===== config.mk =====
export PLATFORM = sky130hd
export DESIGN_NAME = leaf_stream_buffer
export DESIGN_NICKNAME = d
export VERILOG_FILES = /design/src/rtl/leaf_stream_buffer.sv
export SDC_FILE = /design/constraint.sdc
export NUM_CORES = 1
export LEC_CHECK = 0
export ABC_CLOCK_PERIOD_IN_PS = 9700
export CAP_MARGIN = 25
export CORE_UTILIZATION = 59
export DETAILED_ROUTE_END_ITERATION = 10
export GPL_ROUTABILITY_DRIVEN = 0
export GPL_TIMING_DRIVEN = 0
export PLACE_DENSITY = 0.89
export SLEW_MARGIN = 20
export SYNTH_ARGS = -nofsm -noshare
export SYNTH_HDL_FRONTEND = slang
export SYNTH_SLANG_ARGS = --single-unit

===== constraint.sdc =====
create_clock -name clk -period 9.7 [get_ports clk]
set_clock_uncertainty 0.15 [all_clocks]
set_input_delay 1.94 -clock clk [delete_from_list [all_inputs] [get_ports clk]]
set_output_delay 1.94 -clock clk [all_outputs]
set_load 0.005 [all_outputs]

===== src/rtl/leaf_stream_buffer.sv =====
// Leaf stream stage: DEPTH-entry first-word-fall-through FIFO with almost_full and occupancy.
// Optional macro LEAF_BUF_DROP_CNT_EN adds a saturating drop counter (drop_cnt / drop_clr).
module leaf_stream_buffer #(
    parameter int WIDTH     = 8,
    parameter int DEPTH     = 4,
    parameter int AFULL_LVL = 3
) (
    input  logic                     clk,
    input  logic                     rst_n,
    input  logic                     in_valid,
    output logic                     in_ready,
    input  logic [WIDTH-1:0]         in_data,
    output logic                     out_valid,
    input  logic                     out_ready,
    output logic [WIDTH-1:0]         out_data,
    output logic                     almost_full,
    output logic [$clog2(DEPTH):0]   count
`ifdef LEAF_BUF_DROP_CNT_EN
    ,
    output logic [15:0]              drop_cnt,
    input  logic                     drop_clr
`endif
);
    localparam int AW = $clog2(DEPTH);
    localparam int PW = AW + 1;

    logic [PW-1:0]    wr_ptr_q, wr_ptr_d;
    logic [PW-1:0]    rd_ptr_q, rd_ptr_d;
    logic [WIDTH-1:0] out_data_q, out_data_d;
    logic [WIDTH-1:0] mem_q [DEPTH];
    logic             empty, full, push, pop;

    assign empty       = (wr_ptr_q == rd_ptr_q);
    assign full        = (wr_ptr_q[AW-1:0] == rd_ptr_q[AW-1:0]) && (wr_ptr_q[AW] != rd_ptr_q[AW]);
    assign in_ready    = ~full;
    assign out_valid   = ~empty;
    assign count       = wr_ptr_q - rd_ptr_q;
    assign almost_full = (count >= PW'(AFULL_LVL));
    assign out_data    = out_data_q;

    always_comb begin
        push       = in_valid & ~full;
        pop        = out_ready & ~empty;
        wr_ptr_d   = wr_ptr_q + PW'(push);
        rd_ptr_d   = rd_ptr_q + PW'(pop);
        out_data_d = out_data_q;
        // Head register tracks mem[rd_ptr]; when the new head is the word being
        // written this edge, take it from in_data. An empty FIFO holds the last word.
        if (wr_ptr_d != rd_ptr_d) begin
            if (push && (wr_ptr_q[AW-1:0] == rd_ptr_d[AW-1:0]))
                out_data_d = in_data;
            else
                out_data_d = mem_q[rd_ptr_d[AW-1:0]];
        end
    end

    always_ff @(posedge clk or negedge rst_n) begin
        if (!rst_n) begin
            wr_ptr_q   <= '0;
            rd_ptr_q   <= '0;
            out_data_q <= '0;
        end else begin
            wr_ptr_q   <= wr_ptr_d;
            rd_ptr_q   <= rd_ptr_d;
            out_data_q <= out_data_d;
        end
    end

    always_ff @(posedge clk) begin
        if (push)
            mem_q[wr_ptr_q[AW-1:0]] <= in_data;
    end

`ifdef LEAF_BUF_DROP_CNT_EN
    logic [15:0] drop_cnt_q, drop_cnt_d;

    always_comb begin
        drop_cnt_d = drop_cnt_q;
        if (drop_clr)
            drop_cnt_d = '0;
        else if (in_valid && full && (drop_cnt_q != 16'hFFFF))
            drop_cnt_d = drop_cnt_q + 16'd1;
    end

    always_ff @(posedge clk or negedge rst_n) begin
        if (!rst_n) drop_cnt_q <= '0;
        else        drop_cnt_q <= drop_cnt_d;
    end

    assign drop_cnt = drop_cnt_q;
`endif
endmodule


Yosys cells after proc, flatten, opt, wreduce, memory -nomap -nowiden
Memory sizes are Yosys's and may differ from the RTL's. A register that Yosys moved wholly into a read port is not among the register bits.
Index checks and enable logic that the tools add are counted.
{"block": "totals", "register_bits": 6, "ram_bits": 32, "input_bits": 12, "output_inout_bits": 14, "elab_cells": 19, "memories": 1}
{"name": "mem_q", "words": 4, "word_bits": 8, "rd": 1, "rd_ports_with_merged_regs": 1, "write_ports": 1, "line": "30", "text": "logic [WIDTH-1:0] mem_q [DEPTH];"}
{"block": "op_classes", "add_sub_neg": 3, "magnitude_cmp": 1, "n_eq_ne": 4, "mux": 2, "bitwise": 4, "reduce_logical": 2}
{"operator": "3-bit by 1-bit adder with 3-bit output", "n": 2}
{"operator": "3-bit == test", "n": 1}
{"operator": "3-bit by 2-bit >= comparator with 1-bit output, second input constant", "n": 1}
{"operator": "3-bit inequality test", "n": 1}
{"operator": "3-bit subtractor", "n": 1}
{"operator": "1-bit AND", "n": 2}
{"operator": "2-bit == test", "n": 1}
{"operator": "1-bit 2-to-1 mux", "n": 2}
{"operator": "1-bit inverter", "n": 2}
{"operator": "1-bit logical AND", "n": 1}
{"operator": "1-bit zero test", "n": 1}
{"operator": "1-bit inequality test", "n": 1}

Longest topological paths before layout
Gate-level depths: netlist of the first run.
{"block": "depth", "depth_word": 6, "mapped_depth": 13, "mapped_depth_nobuf": 11}

Worst setup path before layout of the first run
Ideal clock, no wire load.
{"block": "synth_path", "kind": "input -> register", "start": "input out_ready", "end": "register out_data_q[0], in the netlist out_data[0], read port of mem_q", "setup_ps": 151, "arrival_time_ps": 3907, "t_required_ps": 9399, "slack_ps": 5492, "stages": 10, "path_buffers": 2, "cell_sequence": "o21a_4 > and2_2 > ha_1 > buf_2 > xnor2_1 > o211a_1 > buf_1 > a22oi_1 > mux2i_1 > o221ai_1"}
{"block": "synth_between", "elab_chain_len": 3}
{"element": "from (decl)", "line": "14", "text": "input logic out_ready,"}
{"element": "1-bit AND *", "line": "43", "text": "pop = out_ready & ~empty;"}
{"element": "3-bit by 1-bit adder with 3-bit output *", "line": "45", "text": "rd_ptr_d = rd_ptr_q + PW'(pop);"}
{"element": "named net rd_ptr_d[1]", "line": "28", "text": "logic [PW-1:0] rd_ptr_q, rd_ptr_d;"}
{"element": "3-bit inequality test", "line": "49", "text": "if (wr_ptr_d != rd_ptr_d) begin"}
{"element": "to (decl)", "line": "29", "text": "logic [WIDTH-1:0] out_data_q, out_data_d;"}
Mark *: on every way through the listed nets, which the timed path passes. The rest lies on a longest branch.

Worst setup path after layout of the first run
{"block": "layout_path", "start": "input out_ready", "end": "register out_data_q[6], in the netlist out_data[6], read port of mem_q"}
Same word-level chain as after synthesis.

==> results_dict.tcl, run 1 <==
set metrics [dict create \
    cts_resized 0 \
    ys_ff_latch 46 \
    path_max_fanout 10 \
    holdPathStages 2 \
    path_clk_slew_ns 0.09 \
    final_hold_viol_count 0 \
    dieArea_um2 3940 \
    finalInstanceArea_um2 2610 \
    slowest_delay_ns 0.64 \
    worst_pin_slew_ns 0.803 \
    slew_headroom 0.462 \
    yosysWarnings 0 \
    num_rows 21 \
    coreArea_um2 3440 \
    status "complete, no violations" \
    cpMaxStageDelayCell "mux2i_1" \
    synth-main-ff-cell "edfxtp_1" \
    drv_slew 0 \
    cts_buffer_depth 2 \
    start_kind "input pin" \
    clock_sinks 46 \
    root_buffer "clkbuf_8" \
    post_dp_cell_area_um2 2490 \
    setup_viol 0 \
    reg2reg_to "out_data[6]" \
    setup.worst_path.start "out_ready" \
    grt_max_degree 17 \
    final_nets 207 \
    grt_pass1_wl_mm 6.69 \
    whs_endpoint "out_data[1]" \
    antenna_found_initial 0 \
    syn_nets 175 \
    synth_edf_count 32 \
    r2r-start "wr_ptr_q[0]" \
    syn_area_per_cell_um2 13.9 \
    critPathKind "in -> reg" \
    insertion_delay_ns 0.30 \
    n_fill_cell 217 \
    critical_path_required_ns 9.70 \
    ys_seq_area_frac 0.602 \
    holdBufCountCts 0 \
    fmax_mhz 200 \
    area_growth_syn_to_layout_pct 19.7 \
    portBuffers 25 \
    route.detailed.drc 0 \
    critPathArrivalTime_ns 4.99 \
    vias 1332 \
    r2r_cells 13 \
    place_inst 228 \
    async_flop_share 0.304 \
    dp.final_hpwl_mm 2.82 \
    viasPerCell 5.64 \
    hold_class "reg -> reg" \
    wire_per_inst_um 17.3 \
    drive_gt1_frac 0.132 \
    syn_area_um2 2180 \
    min_period_over_period 0.515 \
    synth.area.top_cells "edfxtp_1 44%, dfrtp_1 16%, mux4_2 8.3%" \
    htreeDepth 2 \
    ant_nets 0 \
    grt_remaining_overflow 0 \
    rsz0062_at_grt "false" \
    finalCriticalPeriod_ns 4.99 \
    yosys.area.top_type_share 0.441 \
    drt_iter0_drc 65 \
    gr-usage-all-layers 0.238 \
    hp-start "out_data[1]" \
    cts_tree "yes" \
    die_x_um 62.8 \
    setup_tns_ns 0 \
    grt_pass1_vias 1377 \
    cts_setup_buffers 0 \
    crit_chain "clkdlybuf4s50_1 -> o21a_4 -> and2_2 -> ha_1 -> buf_2 -> xnor2_1 -> o211a_1 -> buf_1 -> a22oi_1 -> mux2i_1 -> o221ai_1" \
    initial_utilization 0.633 \
    yosys.area.top_type "edfxtp_1" \
    synth_cells 157 \
    n_antenna_cell 0 \
    final_core_util 0.758 \
    cp-end-kind "flip-flop" \
    r2r_slack_ns 5.68 \
    final_cells 236 \
    die_h_um 62.8 \
    io_pins 26 \
    ys_types 28 \
    drt-total-wl_mm 4.08 \
    numCtsBuffers 5 \
    max_cap_violations 0 \
    firstDrtPassIters 5 \
]
per-layer routing:
layer / part of all wire / GRT usage
met5: 0 / 0
met2: 0.53 / 0.413
met4: 0.019 / 0.0988
met1: 0.36 / 0.268
met3: 0.093 / 0.0785
final cells by class:
| type | count | area (um^2) | share of cell area |
|---|---|---|---|
| clock inverters | 3 | 48.8 | 0.0187 |
| multi-input cells | 71 | 721 | 0.276 |
| repair buffers | 25 | 250 | 0.0959 |
| well taps | 46 | 57.6 | 0.0221 |
| inverters | 37 | 139 | 0.0532 |
| clock buffers | 5 | 68.8 | 0.0264 |
| plain buffers | 3 | 13.8 | 0.00527 |
| flip-flops and latches | 46 | 1310 | 0.502 |
cell usage in the layout, fill, tap and decap left out, types with 2 or more instances in the layout:
| cell | Yosys | routed |
|---|---|---|
| a22oi_1 | 2 | 2 |
| and2_1 | 2 | 2 |
| and3_1 | 2 | 2 |
| clkbuf_8 | 0 | 5 |
| clkdlybuf4s50_1 | 0 | 25 |
| dfrtp_1 | 14 | 14 |
| edfxtp_1 | 32 | 32 |
| ha_1 | 5 | 5 |
| inv_1 | 37 | 37 |
| mux4_2 | 8 | 8 |
| nand2_1 | 2 | 2 |
| nand3_1 | 18 | 18 |
| nor2_1 | 3 | 3 |
| o221ai_1 | 8 | 8 |
| xnor2_1 | 6 | 6 |
| xnor3_2 | 2 | 2 |
| xor2_1 | 3 | 3 |
kinds of logic after synthesis:
family                     after synthesis  synth area share
muxes                                    9            0.0873
buffers and inverters                   40            0.0700
DFF                                     46             0.602
xor gates and xnor gates                13            0.0781
adders and majority gates                6            0.0379
and+or+nand+nor                         30            0.0712
AOI/OAI and AO/OA                       13            0.0540
worst max-delay path, delay by kind of cell:
kind	cells	cell delay, ns
buffers and inverters	3	1.11
AOI/OAI and AO/OA	4	0.66
muxes	1	0.64
adders and majority gates	1	0.29
and+or+nand+nor	1	0.20
xor gates and xnor gates	1	0.15
sequential cells by signal, indices dropped and copies added, names as in the netlist:
signal and count:
rd_ptr_q 3, out_data 8, mem_q 32, wr_ptr_q 3
cell usage after synthesis (2+ instances only):
cell type  count
inv_1         37
edfxtp_1      32
nand3_1       18
dfrtp_1       14
mux4_2         8
o221ai_1       8
xnor2_1        6
ha_1           5
nor2_1         3
xor2_1         3
a22oi_1        2
and2_1         2
and3_1         2
nand2_1        2
xnor3_2        2
through the flow:
| step | worst slack [ns] | hold slack [ns] |
|---|---|---|
| 4_1_cts | 4.70 | 0.378 |
| 3_5_place_dp | 4.44 | 0.359 |
| 2_1_floorplan | 5.49 | 0.345 |
| 5_1_grt | 4.56 | 0.431 |
| 3_3_place_gp | 4.58 | 0.354 |
| 6_report | 4.71 | 0.381 |
worst max path at each step:
stage | slack (ns) | end
floorplan | 5.49 | out_data[0]
global placement | 4.58 | out_data[0]
detailed placement | 4.44 | out_data[2]
CTS | 4.70 | out_data[6]
global route | 4.56 | out_data[6]
finish | 4.71 | out_data[6]
Power of run 1 is left out: the tool's default activity adds up to more than one toggle a clock period on the data nets, which glitch-free logic cannot reach.
==> inputs of run 2 (changes only) <==
Settings changed: ABC_CLOCK_PERIOD_IN_PS 9700 to 5000, CORE_UTILIZATION 59 to 55, PLACE_DENSITY 0.89 to 0.84.
Clock period 9.7 ns to 5 ns, I/O delays scaled along.
==> run 2 against run 1 <==
  * Via count is 1.5% higher
  * Critical path depth up 2
  * Setup slack got worse by 3.8 ns
  * Register-to-register slack worse by 4.8 ns
  * Routed wire length is 8.3% higher
  * Hold slack gained 0.0015 ns
  * First-iteration DRC count is 57% higher
  * Critical path type is now reg -> reg
==> results_dict.tcl, run 2 (synthesis gave the netlist of run 1 again) <==
set metrics [dict create \
    status "complete, no violations" \
    n_antenna_cell 0 \
    rsz0062_at_grt "false" \
    drt_iter0_drc 102 \
    path_clk_slew_ns 0.08 \
    final_hold_viol_count 0 \
    slew_headroom 0.425 \
    die_x_um 65.0 \
    critPathArrivalTime_ns 4.08 \
    firstDrtPassIters 4 \
    gr-usage-all-layers 0.243 \
    start_kind "flip-flop" \
    met1_length_mm 1.64 \
    min_period_over_period 0.819 \
    largest_register_ff_count 32 \
    ant_nets 0 \
    crit_top_cell "ha_1" \
    grt_remaining_overflow 0 \
    htreeDepth 2 \
    cp-end-kind "flip-flop" \
    worst_pin_slew_ns 0.859 \
    route.detailed.drc 0 \
    drv_slew 0 \
    setup_viol 0 \
    whs_ns 0.382 \
    dieArea_um2 4220 \
    finalInstanceArea_um2 2610 \
    critical_path_required_ns 4.98 \
    slowest_delay_ns 0.61 \
    initial_utilization 0.582 \
    die_h_um 65.0 \
    cts_buffer_depth 2 \
    crit_chain "inv_1 -> ha_1 -> nand2_1 -> o21a_4 -> and2_2 -> ha_1 -> buf_2 -> xnor2_1 -> o211a_1 -> buf_1 -> a22oi_1 -> mux2i_1 -> o221ai_1" \
    root_buffer "clkbuf_8" \
    r2r_slack_ns 0.91 \
    top_layer_used "met4" \
    path_max_fanout 10 \
    wire_per_inst_um 18.5 \
    vias 1352 \
    grt_max_degree 15 \
    cts_setup_buffers 0 \
    drt-total-wl_mm 4.42 \
    grt_pass1_wl_mm 7.15 \
    layout_common_cells "37 x inv_1, 32 x edfxtp_1, 25 x clkdlybuf4s50_1" \
    antenna_found_initial 0 \
    cpMaxStageDelayCell "mux2i_1" \
    final_nets 208 \
    finalCriticalPeriod_ns 4.09 \
    grt_pass1_vias 1470 \
    post_dp_cell_area_um2 2500 \
    hold_class "reg -> reg" \
    holdBufCountCts 0 \
    setup.worst_path.start "wr_ptr_q[0]" \
    dr_wl_met3_um 290 \
    max_cap_violations 0 \
    coreArea_um2 3740 \
    hp-start "out_data[3]" \
    numCtsBuffers 5 \
    insertion_delay_ns 0.30 \
    fmax_mhz 244 \
    layout_commonest_cell "inv_1" \
    r2r-start "wr_ptr_q[0]" \
    viasPerCell 5.66 \
    dp.final_hpwl_mm 3.16 \
    clock_sinks 46 \
    n_fill_cell 276 \
    drive_gt1_frac 0.131 \
    num_rows 22 \
    setup_tns_ns 0 \
    cts_resized 0 \
    portBuffers 25 \
    cts_tree "yes" \
    area_growth_syn_to_layout_pct 19.9 \
    critPathKind "reg -> reg" \
    routed-wl-met2_mm 2.42 \
    io_pins 26 \
]
-- run 2: layout make-up --
type	count	area, um^2	share of cell area
sequential	46	1310	0.502
buffer	3	13.8	0.00527
clock buffer	6	72.6	0.0278
timing repair buffer	26	258	0.0987
clock inverter	2	37.5	0.0144
tap	48	60.1	0.0230
inverter	37	139	0.0532
multi-input combinational	71	721	0.276
-- run 2: metrics by stage --
stage / instances / util / worst slack, ns
4_1_cts: 239 / 0.698 / 0.962
3_3_place_gp: 230 / 0.665 / 0.836
6_report: 239 / 0.698 / 0.905
3_5_place_dp: 231 / 0.668 / 0.669
2_1_floorplan: 157 / - / 1.73
5_1_grt: 239 / 0.698 / 0.751
-- run 2: worst max-delay path, delay by kind of cell, from the launching register on --
kind / cells / cell delay (ns)
xor gates and xnor gates: 1 / 0.16
AOI/OAI and AO/OA: 4 / 0.80
and+or+nand+nor: 2 / 0.32
adders and majority gates: 2 / 0.62
muxes: 1 / 0.61
DFF: 1 / 0.48
buffers and inverters: 3 / 0.77
-- run 2: routing by layer --
layer  vias up  track usage
li1        615            -
met1       669        0.302
met2        61        0.409
met3         7       0.0458
met4         0        0.111
met5         -            0
-- run 2: worst paths after layout --
check,endpoint,depth (start not counted)
max,out_data[0],13
min,out_data[3],2
max reg2reg,out_data[0],13
min reg2reg,out_data[3],2
max in group asynchronous,rd_ptr_q[0],1
min in group asynchronous,out_data[5],1
Power of run 2 is left out for the same reason.
==> inputs of run 3 (changes only) <==
Settings changed: ABC_CLOCK_PERIOD_IN_PS 5000 to 3700, CORE_UTILIZATION 55 to 50, PLACE_DENSITY 0.84 to 0.81.
Clock period 5 ns to 3.7 ns, I/O delays scaled along.
==> run 3 against run 2 <==
  * Non-clock buffer count is 1 lower
  * Cell count up 0.42%
  * First-iteration DRC count fell by 14%
  * Sequential share of layout area up 0.12 points
  * Count of clock-buffer cells in the layout down 1
  * Setup slack lost 0.67 ns
  * Die area rose by 9.7%
  * Design area is 0.24% lower
  * Sequential cell count unchanged
  * Critical endpoint is now out_data[5]
  * Largest cell class unchanged
  * Highest routed layer unchanged
==> results_dict.tcl, run 3 (synthesis gave the netlist of run 1 again) <==
set metrics [dict create \
    wire_per_inst_um 16.8 \
    final_hold_viol_count 0 \
    min_period_over_period 0.936 \
    largest_register_ff_count 32 \
    initial_utilization 0.533 \
    dieArea_um2 4630 \
    status "complete, no violations" \
    n_antenna_cell 0 \
    drive_gt1_frac 0.153 \
    num_rows 23 \
    setup_viol 0 \
    cts_tree "yes" \
    die_x_um 68.0 \
    start_kind "flip-flop" \
    slew_headroom 0.494 \
    path_max_fanout 10 \
    layout_common_cells "37 x inv_1, 32 x edfxtp_1, 25 x clkdlybuf4s50_1" \
    path_clk_slew_ns 0.08 \
    crit_family "compound AO/OA/AOI/OAI gates" \
    route.detailed.drc 0 \
    crit_buf_inv 2 \
    rsz0062_at_grt "false" \
    io_pins 26 \
    antenna_found_initial 0 \
    viasPerCell 5.43 \
    insertion_delay_ns 0.29 \
    drt-total-wl_mm 4.03 \
    drt_iter0_drc 88 \
    cpMaxStageDelayCell "dfrtp_1" \
    die_h_um 68.0 \
    layout_commonest_cell "inv_1" \
    clock_sinks 46 \
    grt_max_degree 16 \
    critical_path_required_ns 3.71 \
    portBuffers 25 \
    fmax_mhz 289 \
    root_buffer "clkbuf_8" \
    dp.final_hpwl_mm 2.99 \
    r2r_slack_ns 0.24 \
    critPathKind "reg -> reg" \
    cts_setup_buffers 0 \
    cts_buffer_depth 2 \
    gr-usage-all-layers 0.203 \
    area_growth_syn_to_layout_pct 19.6 \
    hold_class "reg -> reg" \
    max_cap_violations 0 \
    ant_nets 0 \
    final_nets 207 \
    drv_slew 0 \
    critPathArrivalTime_ns 3.47 \
    whs_ns 0.370 \
    htreeDepth 2 \
    grt_remaining_overflow 0 \
    numCtsBuffers 5 \
    finalCriticalPeriod_ns 3.46 \
    grt_pass1_vias 1382 \
    cp-end-kind "flip-flop" \
    crit_chain "inv_1 -> ha_1 -> nand2_1 -> o21a_4 -> and2_2 -> ha_1 -> buf_2 -> xnor2_1 -> o211a_2 -> a22oi_1 -> mux2i_4 -> o221ai_1" \
    grt_pass1_wl_mm 6.33 \
    firstDrtPassIters 4 \
    coreArea_um2 4090 \
    crit_top_cell "ha_1" \
    slowest_delay_ns 0.46 \
    vias 1302 \
    worst_pin_slew_ns 0.756 \
]
run 3: layout make-up:
class	instances	area, um^2
fill	298	1480
multi-input combinational	71	736
tap	50	62.6
timing repair buffer	26	258
inverter	37	139
buffer	2	10.0
clock inverter	3	21.3
clock buffer	5	68.8
sequential	46	1310
run 3: path summary, 6_finish.rpt:
kind	start	to	depth (start not counted)
setup reg to reg	wr_ptr_q[0]	out_data[5]	12
hold / removal	out_data[2]	out_data[2]	2
max in group asynchronous	rst_n	out_data[2]	1
min in group asynchronous	rst_n	out_data[4]	1
hold reg to reg	out_data[2]	out_data[2]	2
setup / recovery	wr_ptr_q[0]	out_data[5]	12
run 3: repair_timing:
action                                  4_1_cts  5_1_grt
endpoints found under the setup margin        8        8
resized for setup                             2        2
hold buffers                                  0        0
run 3: stage by stage:
stage,setup WS [ns],instances,setup TNS (ns),utilization,cell area [um^2]
2_1_floorplan,0.446,157,0,-,2180
3_3_place_gp,-0.243,232,-1.86,0.610,2490
3_5_place_dp,-0.439,233,-3.16,0.613,2500
4_1_cts,0.108,240,0,0.637,2600
5_1_grt,0.0358,240,0,0.638,2610
6_report,0.237,240,0,0.638,2610
run 3: layer usage:
layer | GRT usage | share of wire
met2 | 0.348 | 0.56
met1 | 0.232 | 0.39
met3 | 0.0567 | 0.046
met4 | 0.102 | 0.0055
met5 | 0 | 0
run 3: tightest hold or removal path, cell delays in order (launching register included):
cell and delay, ns:
dfrtp_1 0.35, nand3_1 0.07, o221ai_1 0.06
Power of run 3 is left out for the same reason.
